`config.mk`:
```
export PLATFORM = sky130hd
export DESIGN_NAME = sseg_display_arbiter
export DESIGN_NICKNAME = d
export VERILOG_FILES = /design/src/rtl/sseg_pkg.sv /design/src/rtl/hex_to_sseg.sv /design/src/rtl/sseg_display_arbiter.sv
export SDC_FILE = /design/constraint.sdc
export NUM_CORES = 1
export LEC_CHECK = 0
export ABC_CLOCK_PERIOD_IN_PS = 3100
export BUFFER_PORTS_ARGS = -buffer_cell sky130_fd_sc_hd__buf_2
export CAP_MARGIN = 25
export CORE_ASPECT_RATIO = 0.6
export CORE_MARGIN = 2
export CORE_UTILIZATION = 53
export CTS_BUF_LIST = sky130_fd_sc_hd__clkbuf_8 sky130_fd_sc_hd__clkbuf_16
export CTS_CLUSTER_DIAMETER = 60
export DETAILED_ROUTE_END_ITERATION = 12
export HOLD_SLACK_MARGIN = 0.15
export MAX_ROUTING_LAYER = met4
export PLACE_DENSITY = 0.93
export SLEW_MARGIN = 20
export SYNTH_ARGS = -nofsm -noshare
export SYNTH_HDL_FRONTEND = slang
export SYNTH_SLANG_ARGS = --single-unit
```
`constraint.sdc`:
```
create_clock -name clk_i -period 3.1 [get_ports clk_i]
set_input_delay 0.62 -clock clk_i [delete_from_list [all_inputs] [get_ports clk_i]]
set_output_delay 0.62 -clock clk_i [all_outputs]
set_load 0.005 [all_outputs]
```
`src/rtl/sseg_pkg.sv`:
```
// Shared constants and types for the seven-segment display arbiter.
// Segment bytes are active-low: bit 7 = DP, bits 6:0 = g..a.
package sseg_pkg;

  localparam logic [7:0] SEG_BLANK = 8'hFF;

  localparam logic [7:0] HEX_SEG [16] = '{
    8'hC0, 8'hF9, 8'hA4, 8'hB0, 8'h99, 8'h92, 8'h82, 8'hF8,
    8'h80, 8'h90, 8'h88, 8'h83, 8'hC6, 8'hA1, 8'h86, 8'h8E
  };

  typedef enum logic {IDLE, HOLD} arb_state_t;

endpackage

```
`src/rtl/hex_to_sseg.sv`:
```
// Combinational hex-nibble to active-low segment byte converter with DP and blank.
module hex_to_sseg
  import sseg_pkg::*;
(
  input  logic [3:0] nibble,
  input  logic       dp,
  input  logic       blank,
  output logic [7:0] seg
);

  always_comb begin
    if (blank) seg = SEG_BLANK;
    else       seg = {~dp, HEX_SEG[nibble][6:0]};
  end

endmodule

```
`src/rtl/sseg_display_arbiter.sv`:
```
// Round-robin arbiter sharing the 8-digit seven-segment display between clients;
// snapshots the owner's value, decodes it and registers the segment bytes.
module sseg_display_arbiter
  import sseg_pkg::*;
#(
  parameter int N_CLIENTS   = 4,
  parameter int HOLD_CYCLES = 100_000_000
) (
  input  logic                          clk_i,
  input  logic                          rst_i,
  input  logic [N_CLIENTS-1:0]          req_i,
  input  logic [N_CLIENTS-1:0][31:0]    value_i,
  input  logic [N_CLIENTS-1:0][7:0]     dp_i,
  input  logic [N_CLIENTS-1:0][7:0]     blank_i,
  output logic [N_CLIENTS-1:0]          grant_o,
  output logic [$clog2(N_CLIENTS)-1:0]  owner_o,
  output logic                          busy_o,
  output logic [7:0][7:0]               data_o
);

  localparam int OW = $clog2(N_CLIENTS);
  localparam int CW = $clog2(HOLD_CYCLES);
  localparam logic [CW-1:0]        CNT_LAST   = CW'(HOLD_CYCLES - 1);
  localparam logic [CW-1:0]        CNT_ONE    = CW'(1);
  localparam logic [OW-1:0]        OWNER_LAST = OW'(N_CLIENTS - 1);
  localparam logic [N_CLIENTS-1:0] ONE_HOT0   = N_CLIENTS'(1);

  arb_state_t      state_q, state_d;
  logic [OW-1:0]   owner_q, owner_d;
  logic [OW-1:0]   last_q, last_d;
  logic [CW-1:0]   cnt_q, cnt_d;
  logic            expired_q, expired_d;
  logic [31:0]     snap_val_q, snap_val_d;
  logic [7:0]      snap_dp_q, snap_dp_d;
  logic [7:0]      snap_blank_q, snap_blank_d;
  logic [7:0][7:0] data_q;
  logic [7:0][7:0] seg_w;

  logic [N_CLIENTS-1:0] others;
  logic                 load_snap;

  // First requester strictly after prev, wrapping; prev itself is checked last.
  function automatic logic [OW-1:0] rr_pick(input logic [N_CLIENTS-1:0] req,
                                            input logic [OW-1:0]        prev);
    int   idx;
    logic found;
    rr_pick = prev;
    found   = 1'b0;
    for (int i = 1; i <= N_CLIENTS; i++) begin
      idx = (int'(prev) + i) % N_CLIENTS;
      if (!found && req[idx]) begin
        rr_pick = OW'(idx);
        found   = 1'b1;
      end
    end
  endfunction

  // NOTE: every signal written here gets a default first, so no latches are inferred.
  always_comb begin
    state_d   = state_q;
    owner_d   = owner_q;
    last_d    = last_q;
    cnt_d     = cnt_q;
    expired_d = expired_q;
    load_snap = 1'b0;
    others    = req_i & ~(ONE_HOT0 << owner_q);

    case (state_q)
      IDLE: begin
        if (|req_i) begin
          state_d   = HOLD;
          owner_d   = rr_pick(req_i, last_q);
          cnt_d     = '0;
          expired_d = 1'b0;
          load_snap = 1'b1;
        end
      end
      HOLD: begin
        if (!expired_q) begin
          load_snap = req_i[owner_q];
          if (cnt_q != CNT_LAST) begin
            cnt_d     = cnt_q + CNT_ONE;
            expired_d = ((cnt_q + CNT_ONE) == CNT_LAST);
          end else begin
            expired_d = 1'b1;
          end
        end else if (|others) begin
          // Direct handover: the new owner's inputs load at the same edge.
          owner_d   = rr_pick(others, owner_q);
          last_d    = owner_q;
          cnt_d     = '0;
          expired_d = 1'b0;
          load_snap = 1'b1;
        end else if (req_i[owner_q]) begin
          load_snap = 1'b1;
        end else begin
          last_d  = owner_q;
          state_d = IDLE;
        end
      end
      default: state_d = IDLE;
    endcase

    snap_val_d   = load_snap ? value_i[owner_d] : snap_val_q;
    snap_dp_d    = load_snap ? dp_i[owner_d]    : snap_dp_q;
    snap_blank_d = load_snap ? blank_i[owner_d] : snap_blank_q;
  end

  for (genvar d = 0; d < 8; d++) begin : g_digit
    hex_to_sseg u_hex_to_sseg (
      .nibble (snap_val_q[4*d +: 4]),
      .dp     (snap_dp_q[d]),
      .blank  (snap_blank_q[d]),
      .seg    (seg_w[d])
    );
  end

  // NOTE: sequential state uses non-blocking assignments so all registers update together.
  always_ff @(posedge clk_i) begin
    if (rst_i) begin
      state_q      <= IDLE;
      owner_q      <= '0;
      last_q       <= OWNER_LAST;
      cnt_q        <= '0;
      expired_q    <= 1'b0;
      snap_val_q   <= '0;
      snap_dp_q    <= '0;
      snap_blank_q <= '0;
      data_q       <= {8{SEG_BLANK}};
    end else begin
      state_q      <= state_d;
      owner_q      <= owner_d;
      last_q       <= last_d;
      cnt_q        <= cnt_d;
      expired_q    <= expired_d;
      snap_val_q   <= snap_val_d;
      snap_dp_q    <= snap_dp_d;
      snap_blank_q <= snap_blank_d;
      data_q       <= (state_q == HOLD) ? seg_w : {8{SEG_BLANK}};
    end
  end

  assign busy_o  = (state_q == HOLD);
  assign grant_o = busy_o ? (ONE_HOT0 << owner_q) : '0;
  assign owner_o = owner_q;
  assign data_o  = data_q;

endmodule

```
After elaboration in Yosys (flattened, before gate mapping)
Memories as Yosys holds them, arrays and structs flattened. A register that Yosys moved wholly into a read port is not among the register bits.
Index checks and enable logic that the tools add are counted.

cells by class
  add/subtract/negate cells = 9
  magnitude comparators = 18
  eq/ne operators = 6
  shift-type cells = 1
  mux-type cells = 101
  bitwise logic cells = 27
  reduce and logical (&&, ||, !) cells = 32

operators by type and width
  cell                                                                           count
  7-bit two-way mux                                                              16
  27-bit two-way mux                                                             4
  32-bit binary-select mux with 2-bit select                                     1
  27-bit one-hot mux with 2 select lines                                         1
  1-bit two-way mux                                                              47
  5-bit >= comparator (second input constant)                                    8
  4-bit inverter with 5-bit output                                               8
  8-bit binary-select mux with 2-bit select                                      2
  3-bit by 4-bit less-than comparator with 1-bit output (second input constant)  8
  32-bit two-way mux                                                             1
  27-bit by 1-bit adder with 27-bit output (second input constant)               1
  27-bit == test (second input constant)                                         1
  27-bit != test (second input constant)                                         1
  2-bit two-way mux                                                              13
  3-bit OR reduction                                                             8
  1-bit binary-select mux with 2-bit select                                      9
  8-bit two-way mux                                                              2
  2-bit OR reduction                                                             8
  1-bit inverter                                                                 9
  2-bit by 1-bit adder with 2-bit output (second input constant)                 4
  2-bit adder (second input constant)                                            4
  1-bit bitwise AND (first input constant)                                       8
  4-bit OR reduction                                                             2
  1-bit logical AND                                                              6
  12 further kinds                                                               22

storage, ports and cells
  bits in registers = 145
  ROM bits = 1024
  bits of input ports = 198
  output and inout port bits = 71
  logic and storage cells = 218
  memories kept = 8

memory list
  memory            words  bits a word  read ports  clocked after memory_dff  write ports  line               RTL
  (name not given)  16     8            1           1                         0            hex_to_sseg.sv:13  else seg = {~dp, HEX_SEG[nibble][6:0]};
  (name not given)  16     8            1           1                         0            hex_to_sseg.sv:13
  (name not given)  16     8            1           1                         0            hex_to_sseg.sv:13
  (name not given)  16     8            1           1                         0            hex_to_sseg.sv:13
  (name not given)  16     8            1           1                         0            hex_to_sseg.sv:13
  (name not given)  16     8            1           1                         0            hex_to_sseg.sv:13
  +2 memories       --     --           --          --                        --           --

Longest topological paths before layout
  depth after elaboration = 30
  depth in mapped cells = 12
  mapped depth without buffers = 9

Cells and area by module
From an unflattened synthesis, not the netlist that was laid out.

unflattened totals
  cell total of the unflattened synthesis = 1070
  area total of the unflattened synthesis = 9281.4 sq um

modules (own cells, without submodules)
  module                times used  cells each  area each (sq um)  seq. area each (sq um)
  sseg_display_arbiter  1           742         7009.2             2902.8
  hex_to_sseg           8           41          284.0              0.0

Least setup slack after synthesis
Ideal clock, no wire load.

  path kind = register -> register
  start point = register owner_q[1] (netlist: owner_o[1])
  end point = register snap_dp_q[5]
  data arrival time = 2542 ps
  path slack = 430 ps
  cell stages (with the launch flop) = 12
  path buffers = 3
  clock period less this slack = 2670 ps
  cells stage by stage = dfxtp_1 inv_1 ha_1 nand2b_1 buf_2 mux4_2 nor2b_4 o311a_4 nand2_2 buf_4 buf_6 o221ai_2

between the ends
  word-level cells in the longest chain between the ends = 30
  elaborated cells between the ends (all ways) = 54

RTL lines
  element                                                                          line                         RTL
  from (decl)                                                                      sseg_display_arbiter.sv:29   logic [OW-1:0] owner_q, owner_d;
  from (signal assigned)                                                           sseg_display_arbiter.sv:132  owner_q <= owner_d;
  branches (longest 30 deep; another with 2-bit by 1-bit adder with 2-bit output)  --
  to (signal assigned)                                                             sseg_display_arbiter.sv:137  snap_dp_q <= snap_dp_d;
  to (decl)                                                                        sseg_display_arbiter.sv:34   logic [7:0] snap_dp_q, snap_dp_d;

Parallel ways; which one is timed is not known. The select of a mux whose other input is x is not followed.
A chain may end at the register's enable or synchronous reset.

Worst setup path in the final report
  start point = register owner_q[0] (netlist: owner_o[0])
  end point = register snap_val_q[27]

between the ends
  word-level cells in the longest chain between the ends = 30
  elaborated cells between the ends (all ways) = 54

RTL lines
  element                                                                          line                         RTL
  branches (longest 30 deep; another with 2-bit by 1-bit adder with 2-bit output)  --
  to (signal assigned)                                                             sseg_display_arbiter.sv:136  snap_val_q <= snap_val_d;
  to (decl)                                                                        sseg_display_arbiter.sv:33   logic [31:0] snap_val_q, snap_val_d;

Parallel ways; which one is timed is not known. The select of a mux whose other input is x is not followed.

==> impl_results.md <==
- Status: finished clean
- Total negative slack: 0 ps
- Final Power: 5450 uW
- Die Y: 104 um
- Clock net sink count: 145
- HP Class: reg -> reg
- PD cells: 496 nW/um^2
- First-pass GRT wire length: 39,900 um
- Initial cell density of the core: 54.3%
- Fmax: 335 MHz
- Synthesized Nets: 1,201
- Post-synthesis sequential area ratio: 32.9%
- Post-route cell area: 11,000 um^2
- Dpl ws: 46.6 ps
- Final nets: 1,447
- Synth Register Bits: 145
- Syn Inst Count: 949
- 1st-pass router iterations: 5
- Crit path required time: 3370 ps
- DRT iter0 DRCs: 796
- ANT nets after route: 0
- Clk buf depth: 2
- Total core area: 16,300 um^2
- Slew Limit Fails: 0
- Worst Setup Path Type: reg -> reg
- Critical path endpoint category: flop
- Cell Rows: 36
- Synth Area per Inst: 9.31 um^2
- Ys async rst share: 0%
- Initial antenna violation count: 1
- Setup WS post-layout: 115 ps
- Max FO, Critical Path: 10
- Placer Congestion: 1.00
- Layout fillers: 1,316
- Largest net degree at the start of global routing: 49
- Syn Std Cell Area: 8830 um^2
- Synth warn: 0
- IO buf count: 268
- Vias after detailed routing: 8,535
- Final hold vios: 0
- Skew final: 10.6 ps
- All-layer global routing usage: 28.8%
- Vias in the first global route: 7,990
- Placed cell areas: 10,400 um^2
- Commonest non-fill, non-tap cell in the layout: buf_2
- DRC Markers: 0
- Final HPWL DP: 19,000 um
- Root Buffer: clkbuf_16
- TritonCTS Buffers: 17
- Die width: 171 um
- Area delta synth->final: 24.4%
- Vias/cell: 5.94
- CTS tree: yes
- H-tree level count: 4
- CTS clk-pin slew, worst paths: 60 ps
- MaxCap Viol Count: 0
- Lkg Pwr: 0.00428 uW
- GRT Residual Overflow: 0
- Clk Latency, worst-skew pair: 410 ps
- Distinct cells, synth: 59
- Main synth FF type: dfxtp_1
- Worst slew margin: 49.3%
- Worst slew pin tran: 759 ps
- Routed WL per cell: 17.9 um
- VDD IR max: 0.358 mV
- Nature of the critical path startpoint: flop
- CP arrival: 3260 ps
- # setup viols final: 0
- Most frequent cells in the layout: buf_2, dfxtp_1, mux2i_1
- Period utilization: 96.3%
- Minimum clock period: 2990 ps
- Hold buffer count at cts: 0
- EDFF count, synth: 0
- Post-Route WL: 25,700 um
- Die area: 17,700 um^2
- Layout cells sized above 1: 30.4%
- Ports: 269
[registers in the layout, summed over array words and instances, names as in the netlist]
name	cells
busy_o	1
owner_o	2
expired_q	1
snap_dp_q	8
data_o	64
last_q	2
snap_val_q	32
snap_blank_q	8
cnt_q	27
[path summary, 6_finish.rpt]
check	startpoint	endpoint	slack (ps)	cells past startpoint
max	owner_o[0]	snap_val_q[27]	110	11
min reg2reg	snap_dp_q[6]	data_o[55]	380	1
min	snap_dp_q[6]	data_o[55]	380	1
max reg2reg	owner_o[0]	snap_val_q[27]	110	11
[routing by layer]
layer  vias to the layer above  share of wire (%)  track usage [%]  wire length, um
met4                         0                2.2             10.1              575
li1                       4046                  -                -                -
met5                         -                  0                -                0
met1                      4063                 45             37.9            11700
met2                       378                 45             44.9            11700
met3                        48                7.0             4.83             1790
[worst max-delay path, cell delays in order, from the launching register on]
cell	delay, ps
dfxtp_2	430
inv_1	120
ha_1	220
nand2b_1	260
mux2_2	320
a22oi_1	170
nand4b_1	210
nand2_4	190
buf_4	240
buf_4	240
mux2i_1	280
o221ai_1	160
[synth_stat cells, types with 8 or more instances]
library cell | count | share of area, %
dfxtp_1 | 145 | 33
mux2i_1 | 116 | 13
nand2_1 | 61 | 2.6
ha_1 | 54 | 7.7
nor2_1 | 53 | 2.3
nand3_1 | 45 | 2.6
inv_1 | 43 | 1.8
a21oi_1 | 36 | 2.0
nand3b_1 | 33 | 2.8
o211ai_1 | 33 | 2.8
clkbuf_1 | 31 | 1.3
o21ai_0 | 30 | 1.7
o221ai_1 | 27 | 2.7
nand2b_1 | 24 | 1.7
o311ai_0 | 24 | 2.4
buf_2 | 21 | 1.2
o221ai_2 | 21 | 3.6
a21o_1 | 17 | 1.4
mux4_2 | 11 | 2.8
or3_1 | 11 | 0.78
nor3_1 | 10 | 0.57
a31oi_1 | 8 | 0.57
[repair_timing]
item | in CTS | in global routing
gates resized for setup | 0 | 3
endpoints found under the hold margin | 0 | 0
endpoints found under the setup margin | 0 | 17
buffers inserted | 0 | 1
[report_power, final]
part           switching [uW]  internal [uW]
clock network             859           1200
registers                 187           2030
logic                     611            557
total                    1660           3790
[kinds of logic (layout without fill, tap and decap cells)]
group           after synthesis  count (layout)  share of synthesized area [%]
mux                         128             128                           16.1
xor+xnor                      9               9                          0.893
flops                       145             145                           32.9
fa+ha+maj                    55              55                           7.76
other cells                   0               1                              0
simple gates                284             284                           17.2
compound gates              224             224                           19.9
buf+inv                     104             363                           5.31
[layout make-up]
type	count	area [um^2]	share of cell area (%)
tap	228	285	2.60
sequential	145	2900	26.4
timing repair buffer	288	1570	14.3
clock inverter	15	160	1.46
clock buffer	17	425	3.87
multi-input combinational	700	5480	49.9
inverter	43	161	1.47
antenna	1	2.50	0.0228
[stage by stage]
step,instances,hold slack [ps],util [%]
6_report,1437,384,67.6
5_1_grt,1437,407,67.6
4_1_cts,1435,389,67.5
3_5_place_dp,1403,371,63.9
3_3_place_gp,1403,369,63.9
2_1_floorplan,949,358,-
No activity file was read; power rests on OpenSTA's default activity.
